File: src/rtl/pipe_ctrl_pkg.sv
// ============================================================================
//  Module      : pipe_ctrl_pkg
//  Description : Shared definitions for the 9-bit CPU fetch/hazard control.
//                Provides the fetch state encoding, the architectural register
//                indices with special roles, the NOP encoding used when IF/ID
//                is flushed or a bubble enters ID/EX, and a saturating
//                increment helper for the performance counters.
//  Revision    : 1.0 - initial release
// ============================================================================
`default_nettype none

package pipe_ctrl_pkg;

  // Fetch sequencer states.
  typedef enum logic [1:0] {
    ST_IDLE   = 2'd0,
    ST_RUN    = 2'd1,
    ST_DRAIN  = 2'd2,
    ST_HALTED = 2'd3
  } fetch_state_e;

  // Registers with dedicated roles in the ISA. Hazard detection treats them
  // exactly like any other index; they are listed here for the decoder side.
  localparam logic [3:0] ADR_REG  = 4'd4;
  localparam logic [3:0] MATH_REG = 4'd5;
  localparam logic [3:0] CNT_REG  = 4'd7;

  // Instruction word that the pipeline registers load on flush / bubble.
  localparam logic [8:0] NOP_INSTR = 9'h000;

  // Performance counter width.
  localparam int PERF_W = 16;

  // Increment that sticks at all-ones instead of wrapping.
  function automatic logic [PERF_W-1:0] sat_inc(input logic [PERF_W-1:0] v);
    return (v == {PERF_W{1'b1}}) ? v : v + 1'b1;
  endfunction

endpackage

`default_nettype wire

File: src/rtl/fetch_hazard_ctrl_if.sv
// ============================================================================
//  Module      : fetch_hazard_ctrl_if
//  Description : Bundle of every signal between the fetch/hazard controller
//                and its neighbours (instruction memory, decode control,
//                EX branch comparator). Names carry the controller's view:
//                _i = into the controller, _o = out of it.
//  Modports    : master - the environment driving the controller
//                slave  - the controller itself
//  Revision    : 1.0 - initial release
// ============================================================================
`default_nettype none

interface fetch_hazard_ctrl_if #(
  parameter int PC_W = 8
) ();
  import pipe_ctrl_pkg::*;

  // Control inputs
  logic              start_req_i;
  logic              id_halt_i;
  logic [3:0]        id_read0_i;
  logic [3:0]        id_read1_i;
  logic              id_uses_r1_i;
  logic              ex_mem_read_i;
  logic [3:0]        ex_write_reg_i;
  logic              ex_branch_taken_i;
  logic [PC_W-1:0]   ex_branch_target_i;

  // Fetch / pipeline control outputs
  logic [PC_W-1:0]   pc_o;
  logic              if_valid_o;
  logic              if_id_write_o;
  logic              if_id_flush_o;
  logic              id_ex_bubble_o;
  logic              running_o;
  logic              done_o;
  logic [PERF_W-1:0] cycle_cnt_o;
  logic [PERF_W-1:0] stall_cnt_o;
  logic [PERF_W-1:0] flush_cnt_o;

  modport master (
    output start_req_i, id_halt_i, id_read0_i, id_read1_i, id_uses_r1_i,
           ex_mem_read_i, ex_write_reg_i, ex_branch_taken_i, ex_branch_target_i,
    input  pc_o, if_valid_o, if_id_write_o, if_id_flush_o, id_ex_bubble_o,
           running_o, done_o, cycle_cnt_o, stall_cnt_o, flush_cnt_o
  );

  modport slave (
    input  start_req_i, id_halt_i, id_read0_i, id_read1_i, id_uses_r1_i,
           ex_mem_read_i, ex_write_reg_i, ex_branch_taken_i, ex_branch_target_i,
    output pc_o, if_valid_o, if_id_write_o, if_id_flush_o, id_ex_bubble_o,
           running_o, done_o, cycle_cnt_o, stall_cnt_o, flush_cnt_o
  );

endinterface

`default_nettype wire

File: src/rtl/load_use_detect.sv
// ============================================================================
//  Module      : load_use_detect
//  Description : Combinational load-use hazard detector. Flags a stall when
//                the instruction in EX is a load whose destination is read by
//                the instruction in ID. read1 only counts when ID really uses
//                it. No register index is exempt.
//  Ports       : id_read0_i, id_read1_i  - ID source register indices
//                id_uses_r1_i            - ID instruction reads read1
//                ex_mem_read_i           - EX instruction is a load
//                ex_write_reg_i          - EX destination register
//                stall_o                 - load-use hazard present
//  Revision    : 1.0 - initial release
// ============================================================================
`default_nettype none

module load_use_detect (
  input  wire logic [3:0] id_read0_i,
  input  wire logic [3:0] id_read1_i,
  input  wire logic       id_uses_r1_i,
  input  wire logic       ex_mem_read_i,
  input  wire logic [3:0] ex_write_reg_i,
  output logic            stall_o
);

  logic hit_r0_w;
  logic hit_r1_w;

  assign hit_r0_w = (ex_write_reg_i == id_read0_i);
  assign hit_r1_w = id_uses_r1_i && (ex_write_reg_i == id_read1_i);
  assign stall_o  = ex_mem_read_i && (hit_r0_w || hit_r1_w);

endmodule

`default_nettype wire

File: src/rtl/fetch_hazard_ctrl.sv
// ============================================================================
//  Module      : fetch_hazard_ctrl
//  Description : Instruction fetch sequencer and hazard controller for the
//                9-bit pipelined CPU. Owns the PC and the IDLE/RUN/DRAIN/
//                HALTED state machine; resolves branch flushes, load-use
//                stalls and the orderly drain after a decode-stage halt.
//  Ports       : clk    - system clock, rising edge
//                reset  - asynchronous active-high reset
//                bus    - fetch_hazard_ctrl_if.slave (all control I/O)
//  Options     : FETCH_PERF_CNT_EN - when defined, cycle/stall/flush counters
//                are implemented; otherwise the counter outputs read zero.
//  Revision    : 1.0 - initial release
// ============================================================================
`default_nettype none

module fetch_hazard_ctrl
  import pipe_ctrl_pkg::*;
#(
  parameter int              PC_W         = 8,
  parameter logic [PC_W-1:0] RESET_PC     = '0,
  parameter int              DRAIN_CYCLES = 3
) (
  input  wire logic          clk,
  input  wire logic          reset,
  fetch_hazard_ctrl_if.slave bus
);

  localparam int               DRAIN_W    = (DRAIN_CYCLES > 1) ? $clog2(DRAIN_CYCLES) : 1;
  localparam logic [DRAIN_W-1:0] DRAIN_INIT = DRAIN_W'(DRAIN_CYCLES - 1);

  fetch_state_e       state_q, state_d;
  logic [PC_W-1:0]    pc_q,    pc_d;
  logic [DRAIN_W-1:0] drain_q, drain_d;

  logic lu_stall_w;
  logic if_valid_w;
  logic if_id_write_w;
  logic if_id_flush_w;
  logic id_ex_bubble_w;

  // --------------------------------------------------------------------------
  // Load-use hazard detection
  // --------------------------------------------------------------------------
  load_use_detect u_load_use_detect (
    .id_read0_i     (bus.id_read0_i),
    .id_read1_i     (bus.id_read1_i),
    .id_uses_r1_i   (bus.id_uses_r1_i),
    .ex_mem_read_i  (bus.ex_mem_read_i),
    .ex_write_reg_i (bus.ex_write_reg_i),
    .stall_o        (lu_stall_w)
  );

  // --------------------------------------------------------------------------
  // State register
  // --------------------------------------------------------------------------
  always_ff @(posedge clk or posedge reset) begin
    if (reset) begin
      state_q <= ST_IDLE;
      pc_q    <= RESET_PC;
      drain_q <= '0;
    end else begin
      state_q <= state_d;
      pc_q    <= pc_d;
      drain_q <= drain_d;
    end
  end

  // --------------------------------------------------------------------------
  // Next state and pipeline control
  // --------------------------------------------------------------------------
  always_comb begin
    state_d        = state_q;
    pc_d           = pc_q;
    drain_d        = drain_q;
    if_valid_w     = 1'b0;
    if_id_write_w  = 1'b0;
    if_id_flush_w  = 1'b0;
    id_ex_bubble_w = 1'b0;

    case (state_q)
      ST_IDLE, ST_HALTED: begin
        if (bus.start_req_i) begin
          state_d = ST_RUN;
          pc_d    = RESET_PC;
        end
      end

      ST_RUN: begin
        if_valid_w = 1'b1;
        if (bus.ex_branch_taken_i) begin
          // Redirect wins over everything: the ID instruction (including a
          // halt) is on the wrong path and gets squashed.
          pc_d           = bus.ex_branch_target_i;
          if_id_flush_w  = 1'b1;
          id_ex_bubble_w = 1'b1;
        end else if (lu_stall_w) begin
          // Freeze IF and IF/ID, let the load advance with a NOP behind it.
          id_ex_bubble_w = 1'b1;
        end else if (bus.id_halt_i) begin
          // Halt proceeds down the pipe; the fetched slot behind it is dropped.
          if_id_flush_w = 1'b1;
          state_d       = ST_DRAIN;
          drain_d       = DRAIN_INIT;
        end else begin
          pc_d          = pc_q + 1'b1;
          if_id_write_w = 1'b1;
        end
      end

      ST_DRAIN: begin
        // Halt travels through EX, MEM, WB; nothing new is fetched.
        if (drain_q == '0) begin
          state_d = ST_HALTED;
        end else begin
          drain_d = drain_q - 1'b1;
        end
      end

      default: begin
        state_d = ST_IDLE;
      end
    endcase
  end

  assign bus.pc_o           = pc_q;
  assign bus.if_valid_o     = if_valid_w;
  assign bus.if_id_write_o  = if_id_write_w;
  assign bus.if_id_flush_o  = if_id_flush_w;
  assign bus.id_ex_bubble_o = id_ex_bubble_w;
  assign bus.running_o      = (state_q == ST_RUN) || (state_q == ST_DRAIN);
  assign bus.done_o         = (state_q == ST_HALTED);

  // --------------------------------------------------------------------------
  // Performance counters
  // --------------------------------------------------------------------------
`ifdef FETCH_PERF_CNT_EN
  logic [PERF_W-1:0] cycle_cnt_q;
  logic [PERF_W-1:0] stall_cnt_q;
  logic [PERF_W-1:0] flush_cnt_q;
  logic              launch_w;
  logic              active_w;
  logic              stall_evt_w;
  logic              flush_evt_w;

  assign launch_w    = ((state_q == ST_IDLE) || (state_q == ST_HALTED)) && bus.start_req_i;
  assign active_w    = (state_q == ST_RUN) || (state_q == ST_DRAIN);
  assign flush_evt_w = (state_q == ST_RUN) && bus.ex_branch_taken_i;
  // Only a stall that actually takes effect counts; a branch outranks it.
  assign stall_evt_w = (state_q == ST_RUN) && !bus.ex_branch_taken_i && lu_stall_w;

  always_ff @(posedge clk or posedge reset) begin
    if (reset) begin
      cycle_cnt_q <= '0;
      stall_cnt_q <= '0;
      flush_cnt_q <= '0;
    end else if (launch_w) begin
      cycle_cnt_q <= '0;
      stall_cnt_q <= '0;
      flush_cnt_q <= '0;
    end else begin
      if (active_w)    cycle_cnt_q <= sat_inc(cycle_cnt_q);
      if (stall_evt_w) stall_cnt_q <= sat_inc(stall_cnt_q);
      if (flush_evt_w) flush_cnt_q <= sat_inc(flush_cnt_q);
    end
  end

  assign bus.cycle_cnt_o = cycle_cnt_q;
  assign bus.stall_cnt_o = stall_cnt_q;
  assign bus.flush_cnt_o = flush_cnt_q;
`else
  assign bus.cycle_cnt_o = '0;
  assign bus.stall_cnt_o = '0;
  assign bus.flush_cnt_o = '0;
`endif

endmodule

`default_nettype wire

File: src/flat_wrapper.sv
// flat-port wrapper written by rule: the top's interface ports become plain ports
module fetch_hazard_ctrl_flat import pipe_ctrl_pkg::*;
#(
  parameter int              PC_W         = 8,
  parameter logic [PC_W-1:0] RESET_PC     = '0,
  parameter int              DRAIN_CYCLES = 3
)
  (clk, reset, bus_start_req_i, bus_id_halt_i, bus_id_read0_i, bus_id_read1_i, bus_id_uses_r1_i, bus_ex_mem_read_i, bus_ex_write_reg_i, bus_ex_branch_taken_i, bus_ex_branch_target_i, bus_pc_o, bus_if_valid_o, bus_if_id_write_o, bus_if_id_flush_o, bus_id_ex_bubble_o, bus_running_o, bus_done_o, bus_cycle_cnt_o, bus_stall_cnt_o, bus_flush_cnt_o);
  fetch_hazard_ctrl_if #(.PC_W(PC_W)) bus_i ();
  input  wire logic clk;
  input  wire logic reset;
  input wire logic [$bits(bus_i.start_req_i)-1:0] bus_start_req_i;
  input wire logic [$bits(bus_i.id_halt_i)-1:0] bus_id_halt_i;
  input wire logic [$bits(bus_i.id_read0_i)-1:0] bus_id_read0_i;
  input wire logic [$bits(bus_i.id_read1_i)-1:0] bus_id_read1_i;
  input wire logic [$bits(bus_i.id_uses_r1_i)-1:0] bus_id_uses_r1_i;
  input wire logic [$bits(bus_i.ex_mem_read_i)-1:0] bus_ex_mem_read_i;
  input wire logic [$bits(bus_i.ex_write_reg_i)-1:0] bus_ex_write_reg_i;
  input wire logic [$bits(bus_i.ex_branch_taken_i)-1:0] bus_ex_branch_taken_i;
  input wire logic [$bits(bus_i.ex_branch_target_i)-1:0] bus_ex_branch_target_i;
  output wire logic [$bits(bus_i.pc_o)-1:0] bus_pc_o;
  output wire logic [$bits(bus_i.if_valid_o)-1:0] bus_if_valid_o;
  output wire logic [$bits(bus_i.if_id_write_o)-1:0] bus_if_id_write_o;
  output wire logic [$bits(bus_i.if_id_flush_o)-1:0] bus_if_id_flush_o;
  output wire logic [$bits(bus_i.id_ex_bubble_o)-1:0] bus_id_ex_bubble_o;
  output wire logic [$bits(bus_i.running_o)-1:0] bus_running_o;
  output wire logic [$bits(bus_i.done_o)-1:0] bus_done_o;
  output wire logic [$bits(bus_i.cycle_cnt_o)-1:0] bus_cycle_cnt_o;
  output wire logic [$bits(bus_i.stall_cnt_o)-1:0] bus_stall_cnt_o;
  output wire logic [$bits(bus_i.flush_cnt_o)-1:0] bus_flush_cnt_o;
  assign bus_i.start_req_i = bus_start_req_i;
  assign bus_i.id_halt_i = bus_id_halt_i;
  assign bus_i.id_read0_i = bus_id_read0_i;
  assign bus_i.id_read1_i = bus_id_read1_i;
  assign bus_i.id_uses_r1_i = bus_id_uses_r1_i;
  assign bus_i.ex_mem_read_i = bus_ex_mem_read_i;
  assign bus_i.ex_write_reg_i = bus_ex_write_reg_i;
  assign bus_i.ex_branch_taken_i = bus_ex_branch_taken_i;
  assign bus_i.ex_branch_target_i = bus_ex_branch_target_i;
  assign bus_pc_o = bus_i.pc_o;
  assign bus_if_valid_o = bus_i.if_valid_o;
  assign bus_if_id_write_o = bus_i.if_id_write_o;
  assign bus_if_id_flush_o = bus_i.if_id_flush_o;
  assign bus_id_ex_bubble_o = bus_i.id_ex_bubble_o;
  assign bus_running_o = bus_i.running_o;
  assign bus_done_o = bus_i.done_o;
  assign bus_cycle_cnt_o = bus_i.cycle_cnt_o;
  assign bus_stall_cnt_o = bus_i.stall_cnt_o;
  assign bus_flush_cnt_o = bus_i.flush_cnt_o;
  fetch_hazard_ctrl #(.PC_W(PC_W), .RESET_PC(RESET_PC), .DRAIN_CYCLES(DRAIN_CYCLES)) u_core (.clk(clk), .reset(reset), .bus(bus_i));
endmodule
File: config.mk
export PLATFORM = sky130hd
export DESIGN_NAME = fetch_hazard_ctrl_flat
export DESIGN_NICKNAME = d
export VERILOG_FILES = /design/src/rtl/pipe_ctrl_pkg.sv /design/src/rtl/fetch_hazard_ctrl_if.sv /design/src/rtl/load_use_detect.sv /design/src/rtl/fetch_hazard_ctrl.sv /design/src/flat_wrapper.sv
export SDC_FILE = /design/constraint.sdc
export NUM_CORES = 1
export LEC_CHECK = 0
export CAP_MARGIN = 25
export CORE_MARGIN = 1
export CORE_UTILIZATION = 36
export CTS_CLUSTER_DIAMETER = 120
export DETAILED_ROUTE_END_ITERATION = 16
export GPL_TIMING_DRIVEN = 0
export PLACE_DENSITY = 0.82
export SYNTH_ARGS = -nofsm -noshare
export SYNTH_HDL_FRONTEND = slang
export SYNTH_SLANG_ARGS = --single-unit
File: constraint.sdc
create_clock -name clk -period 1.93 [get_ports clk]
set_input_delay 0.386 -clock clk [delete_from_list [all_inputs] [get_ports clk]]
set_output_delay 0.386 -clock clk [all_outputs]
set_load 0.05 [all_outputs]
==> qor.txt, run 1 <==
Status: complete, but fails checks
Vias per cell: 4.10
Post-synthesis simple-gate area fraction: 10.3%
Peak VDD IR: 598 uV
Die area: 0.00384 sq mm
Worst Hold Class: input port to async pin
Async S/R FF share, synth: 100%
Synth Area in XOR/XNOR: 5.41%
Post-CTS Hold Buffers: 0
Post-Syn Area: 0.00129 sq mm
Iter 0 DRT Violations: 22
Relative slew slack: 64.7%
Failing checks: negative setup slack
Worst setup path startpoint: bus_id_read1_i[1]
Area of the core: 0.00339 sq mm
Non-Filler Instances: 292
Storage cell area: 302 sq um
Synth top area cells: buf_4, dfrtp_1, ha_1
Number of global-route vias before repair: 1,021
Share of the synthesized area in the top cell type: 27.8%
Largest family of logic cells by synthesized area: buffers and inverters
Leak: 1.18 nW
H-tree levels: 1
Clk_lat worst skew: 280 ps
Final WS setup: -16.1 ps
Netlist cell types: 35
Via count: 1,196
# diodes: 0
Largest net degree at the start of global routing: 13
CP required: 1540 ps
Hold Fails Final Rpt: 0
Crit path DAT: 1560 ps
Post-synth EDFFs: 0
Routed WL: 3100 um
RR Startpoint: u_core.state_q[0]
Most common cell in the netlist: buf_4
R2R Path End: u_core.bus.pc_o[3]
Post-synthesis compound-gate area fraction: 18.4%
Slew Limit Fails: 0
Total Routing Usage GR: 15.8%
DP Area: 0.00194 sq mm
Final core utilization: 61.8%
Clock sink count: 12
Total number of yosys warnings: 0
Clk buf depth: 2
Fin crit period: 1950 ps
Setup-failing EPs final: 1
GRT overflow: 0
TritonCTS Buffers: 3
#FFs+latches synth: 12
Post-route cell area: 0.00209 sq mm
Startpoint Class: input port
CTS tree: done
Worst Skew: 5.14 ps
Top cells by count, synth: buf_4, dfrtp_1, inv_1
Max_cap viols: 0
Reg clk slew, reported paths: 90 ps
Routed WL per cell: 10.6 um
Row cnt: 21
Fmax: 514 MHz
Detailed Routing Iterations Pass 1: 4
Adder-Cell Fraction of Synth Area: 5.80%
Chip height: 62.0 um
Setup slack at placement: -1160 ps
Area growth from synthesis to layout: 61.6%
Period utilisation layout: 101%
Cell Count Post-Placement: 283
GPL Wtd Cong: 0.811
Post-synthesis mux area share: 4.83%
Setup crit end: bus_id_ex_bubble_o
Least-Margin Pin Slew: 529 ps
Buffers on Ports: 39
Initial antenna violation count: 0
Root Buffer: clkbuf_4
Setup TNS: -16.1 ps
Post-synthesis sequential area ratio: 23.2%
Area of the multi-input gates: 865 sq um
Area leader, netlist: buf_4
R2R Setup Slk: 70 ps
Crit-path max FO: 3
Post-route DRC violation count: 0
Post-DP HPWL: 2280 um
First-pass GRT wire length: 4440 um
Final nets: 280
Ys flop type: dfrtp_1
FILL cells: 305
Syn Area/Cell: 8.58 sq um
Synth Instances: 151
Layout cell share with drive strength beyond 1: 39.0%
Cell Pwr Density: 1290 mW/mm^2
Die W: 62.0 um
Starting density of the core: 38.2%
CP endpoint kind: output pin
I/O Pins: 89
Reg2Reg Depth: 7
Detail Route Antenna Nets: 0
Critical path class: input port to output pin
RSZ-0062 raised after global routing: yes
-- metal layers --
| metal | global-route usage (%) | share of wire (%) | vias to the layer above |
|---|---|---|---|
| li1 | - | - | 601 |
| met1 | 18.0 | 36 | 530 |
| met2 | 29.0 | 52 | 58 |
| met3 | 4.35 | 10 | 7 |
| met4 | 3.49 | 1.6 | 0 |
| met5 | 0 | 0 | - |
-- state kept, by name (all words and copies together) (netlist names) --
name,count
u_core.bus.pc_o,8
u_core.state_q,2
u_core.drain_q,2
-- critical path, stage by stage --
cell	delay [ps]
buf_6	100
xor2_2	170
o41ai_4	410
and2_4	230
o21a_4	130
buf_8	140
-- cell families after synthesis --
kind of cell | Yosys count
AO/OA/AOI/OAI | 30
XOR/XNOR | 8
adder cells (fa/ha/maj) | 6
buffers and inverters | 61
flip-flops | 12
multiplexers | 6
other | 1
AND/OR/NAND/NOR | 27
-- worst min path at each step --
stage	slack, ps	cells past startpoint	endpoint
4_1_cts	440	2	u_core.drain_q[0]
5_1_grt	490	2	u_core.drain_q[0]
6_report	420	2	u_core.drain_q[1]
3_3_place_gp	470	1	u_core.drain_q[1]
3_5_place_dp	490	1	u_core.drain_q[1]
2_1_floorplan	250	1	u_core.bus.pc_o[0]
-- area by class of cell --
cell class	count	area share, %
flip-flops and latches	12	14.4
well taps	46	2.75
multi-input cells	125	41.3
plain buffers	51	18.0
repair buffers	44	20.0
inverters	10	1.79
clock buffers	4	1.73
-- repair_timing --
item	in CTS	in global routing
setup endpoints to repair	9	17
gates resized for setup	77	31
buffers inserted	3	2
pin swaps	12	10
-- stage by stage --
stage | hold slack (ps) | total power, W
6_report | 421 | 0.00270
5_1_grt | 485 | 0.00286
4_1_cts | 443 | 0.00254
3_5_place_dp | 491 | 0.00227
3_3_place_gp | 474 | 0.00224
2_1_floorplan | 251 | 0.00182
-- power by group --
| group | internal, W | total [W] | switching [W] | leakage (nW) |
|---|---|---|---|---|
| Sequential | 0.000360 | 0.000473 | 0.000113 | 0.153 |
| Combinational | 0.000761 | 0.00202 | 0.00125 | 1.00 |
| Clock | 0.000115 | 0.000211 | 0.0000967 | 0.0210 |
| Total | 0.00124 | 0.00270 | 0.00146 | 1.18 |
-- cell usage in the layout (no fill, tap or decap), types with 2 or more instances in the layout --
cell,instances
and3_1,4
ha_4,2
a21oi_1,4
clkdlybuf4s50_1,14
o21ai_0,6
inv_1,9
mux2i_1,3
nand2b_1,2
buf_4,55
buf_2,4
nand3_1,2
clkbuf_4,3
nor2_1,7
xnor2_1,4
ha_1,4
o2bb2ai_1,5
nand4_1,2
a21oi_2,2
conb_1,48
xor2_2,3
buf_6,7
clkbuf_2,3
clkdlybuf4s15_1,3
dlygate4sd2_1,2
a22oi_1,4
dlymetal6s2s_1,5
dfrtp_1,11
nand2_1,4
(Power assumes the default switching activity.)
==> run 2: changes to the inputs <==
--- a/config.mk
+++ b/config.mk
@@ -12,6 +12,7 @@
 export DETAILED_ROUTE_END_ITERATION = 16
 export GPL_TIMING_DRIVEN = 0
 export PLACE_DENSITY = 0.82
+export SKIP_LAST_GASP = 1
 export SYNTH_ARGS = -nofsm -noshare
 export SYNTH_HDL_FRONTEND = slang
 export SYNTH_SLANG_ARGS = --single-unit
==> run 2 against run 1 <==
  * The run still ends with negative setup slack left
  * First-iteration DRC count stayed put
  * Sequential share of layout area is essentially flat
  * Global-route usage did not move
  * Power shrank 0.12%
  * Setup slack did not move
  * Maximum frequency unchanged
  * Wire length is the same
  * Utilization about the same
  * Critical endpoint unchanged
  * Clock-buffer cell count stayed put
==> qor.txt, run 2 (same netlist as run 1, synthesis figures left out) <==
Status: complete, but fails checks
Failing checks: negative setup slack
Clk buf depth: 2 (unchanged)
Clk pwr share: 7.8% (about the same)
Area growth from synthesis to layout: 61.5% (about the same)
Max reg flops: 8 (unchanged)
Cell Pwr Density: 1290 mW/mm^2 (about the same)
Cell Count Post-Placement: 283 (unchanged)
Iter 0 DRT Violations: 22 (unchanged)
Sw power: 0.00146 W (about the same)
Final nets: 280 (unchanged)
Worst Skew: 5.14 ps (unchanged)
Final core utilization: 61.7% (about the same)
Commonest non-fill, non-tap cell in the layout: buf_4
Sw frac: 54.3% (about the same)
Die area: 0.00384 sq mm (unchanged)
Combinational fraction of design power: 74.6% (about the same)
Number of global-route vias before repair: 1,021 (unchanged)
Final WS setup: -16.1 ps (unchanged)
Startpoint Class: input port
Post-DP HPWL: 2280 um (unchanged)
Row cnt: 21 (unchanged)
M1 WL: 1120 um (unchanged)
Buffers on Ports: 39 (unchanged)
Via count: 1,196 (unchanged)
Routed met3 length: 320 um (unchanged)
Reg power frac: 17.5% (about the same)
Layout cell share with drive strength beyond 1: 39.0% (unchanged)
Starting density of the core: 38.2% (unchanged)
Root Buffer: clkbuf_4
Routed WL: 3100 um (unchanged)
Post-CTS Hold Buffers: 0 (unchanged)
Chip height: 62.0 um (unchanged)
Slew Limit Fails: 0 (unchanged)
Detail Route Antenna Nets: 0 (unchanged)
Largest stage delay on the critical path: 410 ps (about the same)
Worst path cell trace: buf_6, xor2_2, o41ai_4, and2_4, o21a_4, buf_8
Crit-path max FO: 3 (unchanged)
Clock sink count: 12 (unchanged)
H-tree levels: 1 (unchanged)
TritonCTS Buffers: 3 (unchanged)
I/O Pins: 89 (unchanged)
First-pass GRT wire length: 4440 um (unchanged)
Relative slew slack: 64.7% (unchanged)
Fin crit period: 1950 ps (unchanged)
Hold Fails Final Rpt: 0 (unchanged)
Post-route DRC violation count: 0 (unchanged)
Critical-path top delay cell: o41ai_4
Pint: 0.00123 W (-0.22%)
CP required: 1540 ps (about the same)
Fmax: 514 MHz (unchanged)
Largest net degree at the start of global routing: 13 (unchanged)
Routed WL per cell: 10.6 um (unchanged)
Period utilisation layout: 101% (unchanged)
Critical path class: input port to output pin
GPL Wtd Cong: 0.811 (unchanged)
Total Routing Usage GR: 15.8% (unchanged)
Die W: 62.0 um (unchanged)
Area of the core: 0.00339 sq mm (unchanged)
RSZ-0062 raised after global routing: yes
Reg clk slew, reported paths: 90 ps (about the same)
# diodes: 0 (unchanged)
Setup slack at placement: -1160 ps (unchanged)
Crit path DAT: 1560 ps (about the same)
Least-Margin Pin Slew: 529 ps (unchanged)
Peak VDD IR: 598 uV (about the same)
Worst Hold Class: input port to async pin
Non-Filler Instances: 292 (unchanged)
Detailed Routing Iterations Pass 1: 4 (unchanged)
Leak: 1.18 nW (+0.14%)
GRT overflow: 0 (unchanged)
Routed wl met2: 1600 um (unchanged)
Hold_ws: 421 ps (unchanged)
Setup-failing EPs final: 1 (unchanged)
Setup TNS: -16.1 ps (unchanged)
Initial antenna violation count: 0 (unchanged)
Max Used Layer: met4
Max_cap viols: 0 (unchanged)
Clk_lat worst skew: 280 ps (about the same)
CP endpoint kind: output pin
Most frequent cells in the layout: buf_4, conb_1, clkdlybuf4s50_1, dfrtp_1, inv_1
Vias per cell: 4.10 (unchanged)
CTS tree: done
run 2: changes by cell type in the layout (fill, tap and decap cells not counted):
cell	before	now
clkdlybuf4s15_1	3	2
dlygate4sd2_1	2	3
run 2: path summary, 6_finish.rpt:
| kind | from | to | slack [ps] | cells past startpoint |
|---|---|---|---|---|
| setup reg to reg | u_core.state_q[0] | u_core.bus.pc_o[3] | 70 | 7 |
| hold reg to reg | u_core.drain_q[1] | u_core.drain_q[1] | 510 | 1 |
| max in group asynchronous | reset | u_core.state_q[0] | 1150 | 2 |
| setup / recovery | bus_id_read1_i[1] | bus_id_ex_bubble_o | -20 | 6 |
| min in group clk | u_core.drain_q[1] | u_core.drain_q[1] | 510 | 1 |
| hold / removal | reset | u_core.drain_q[1] | 420 | 2 |
run 2: power groups by stage:
stage / clock, W / sequential, W / combinational [W]
2_1_floorplan: 0 / 0.000677 / 0.00114
6_report: 0.000211 / 0.000473 / 0.00201
3_3_place_gp: 0 / 0.000465 / 0.00177
5_1_grt: 0.000220 / 0.000488 / 0.00215
4_1_cts: 0.000213 / 0.000468 / 0.00186
3_5_place_dp: 0 / 0.000470 / 0.00180
run 2: worst max-delay path, delay by kind of cell:
family                 cells  cell delay (ps)
AO/OA/AOI/OAI              2              540
XOR/XNOR                   1              170
buffers and inverters      2              240
AND/OR/NAND/NOR            1              230
run 2: stage by stage:
step	total power, W	instance area, sq um
after floorplan	0.00182	1490
after global placement	0.00224	1940
after detailed placement	0.00227	1940
after CTS	0.00254	2040
after global routing	0.00286	2090
final	0.00270	2090
run 2: area by class of cell:
type                    count  area [sq um]
flip-flops and latches     12           302
fillers                   306          1300
plain buffers              51           377
clock buffers               4          36.3
repair buffers             44           418
multi-input cells         125           865
well taps                  46          57.6
inverters                  10          37.5
run 2: what timing repair did:
| item | in CTS | in global routing |
|---|---|---|
| setup buffers | 3 | 2 |
| pin swaps | 12 | 10 |
| endpoints found under the setup margin | 9 | 17 |
| resized for setup | 77 | 30 |
run 2: per-layer routing:
metal | vias to the layer above | track usage (%)
li1 | 601 | -
met4 | 0 | 3.49
met3 | 7 | 4.35
met1 | 530 | 18.0
met5 | - | 0
met2 | 58 | 29.0
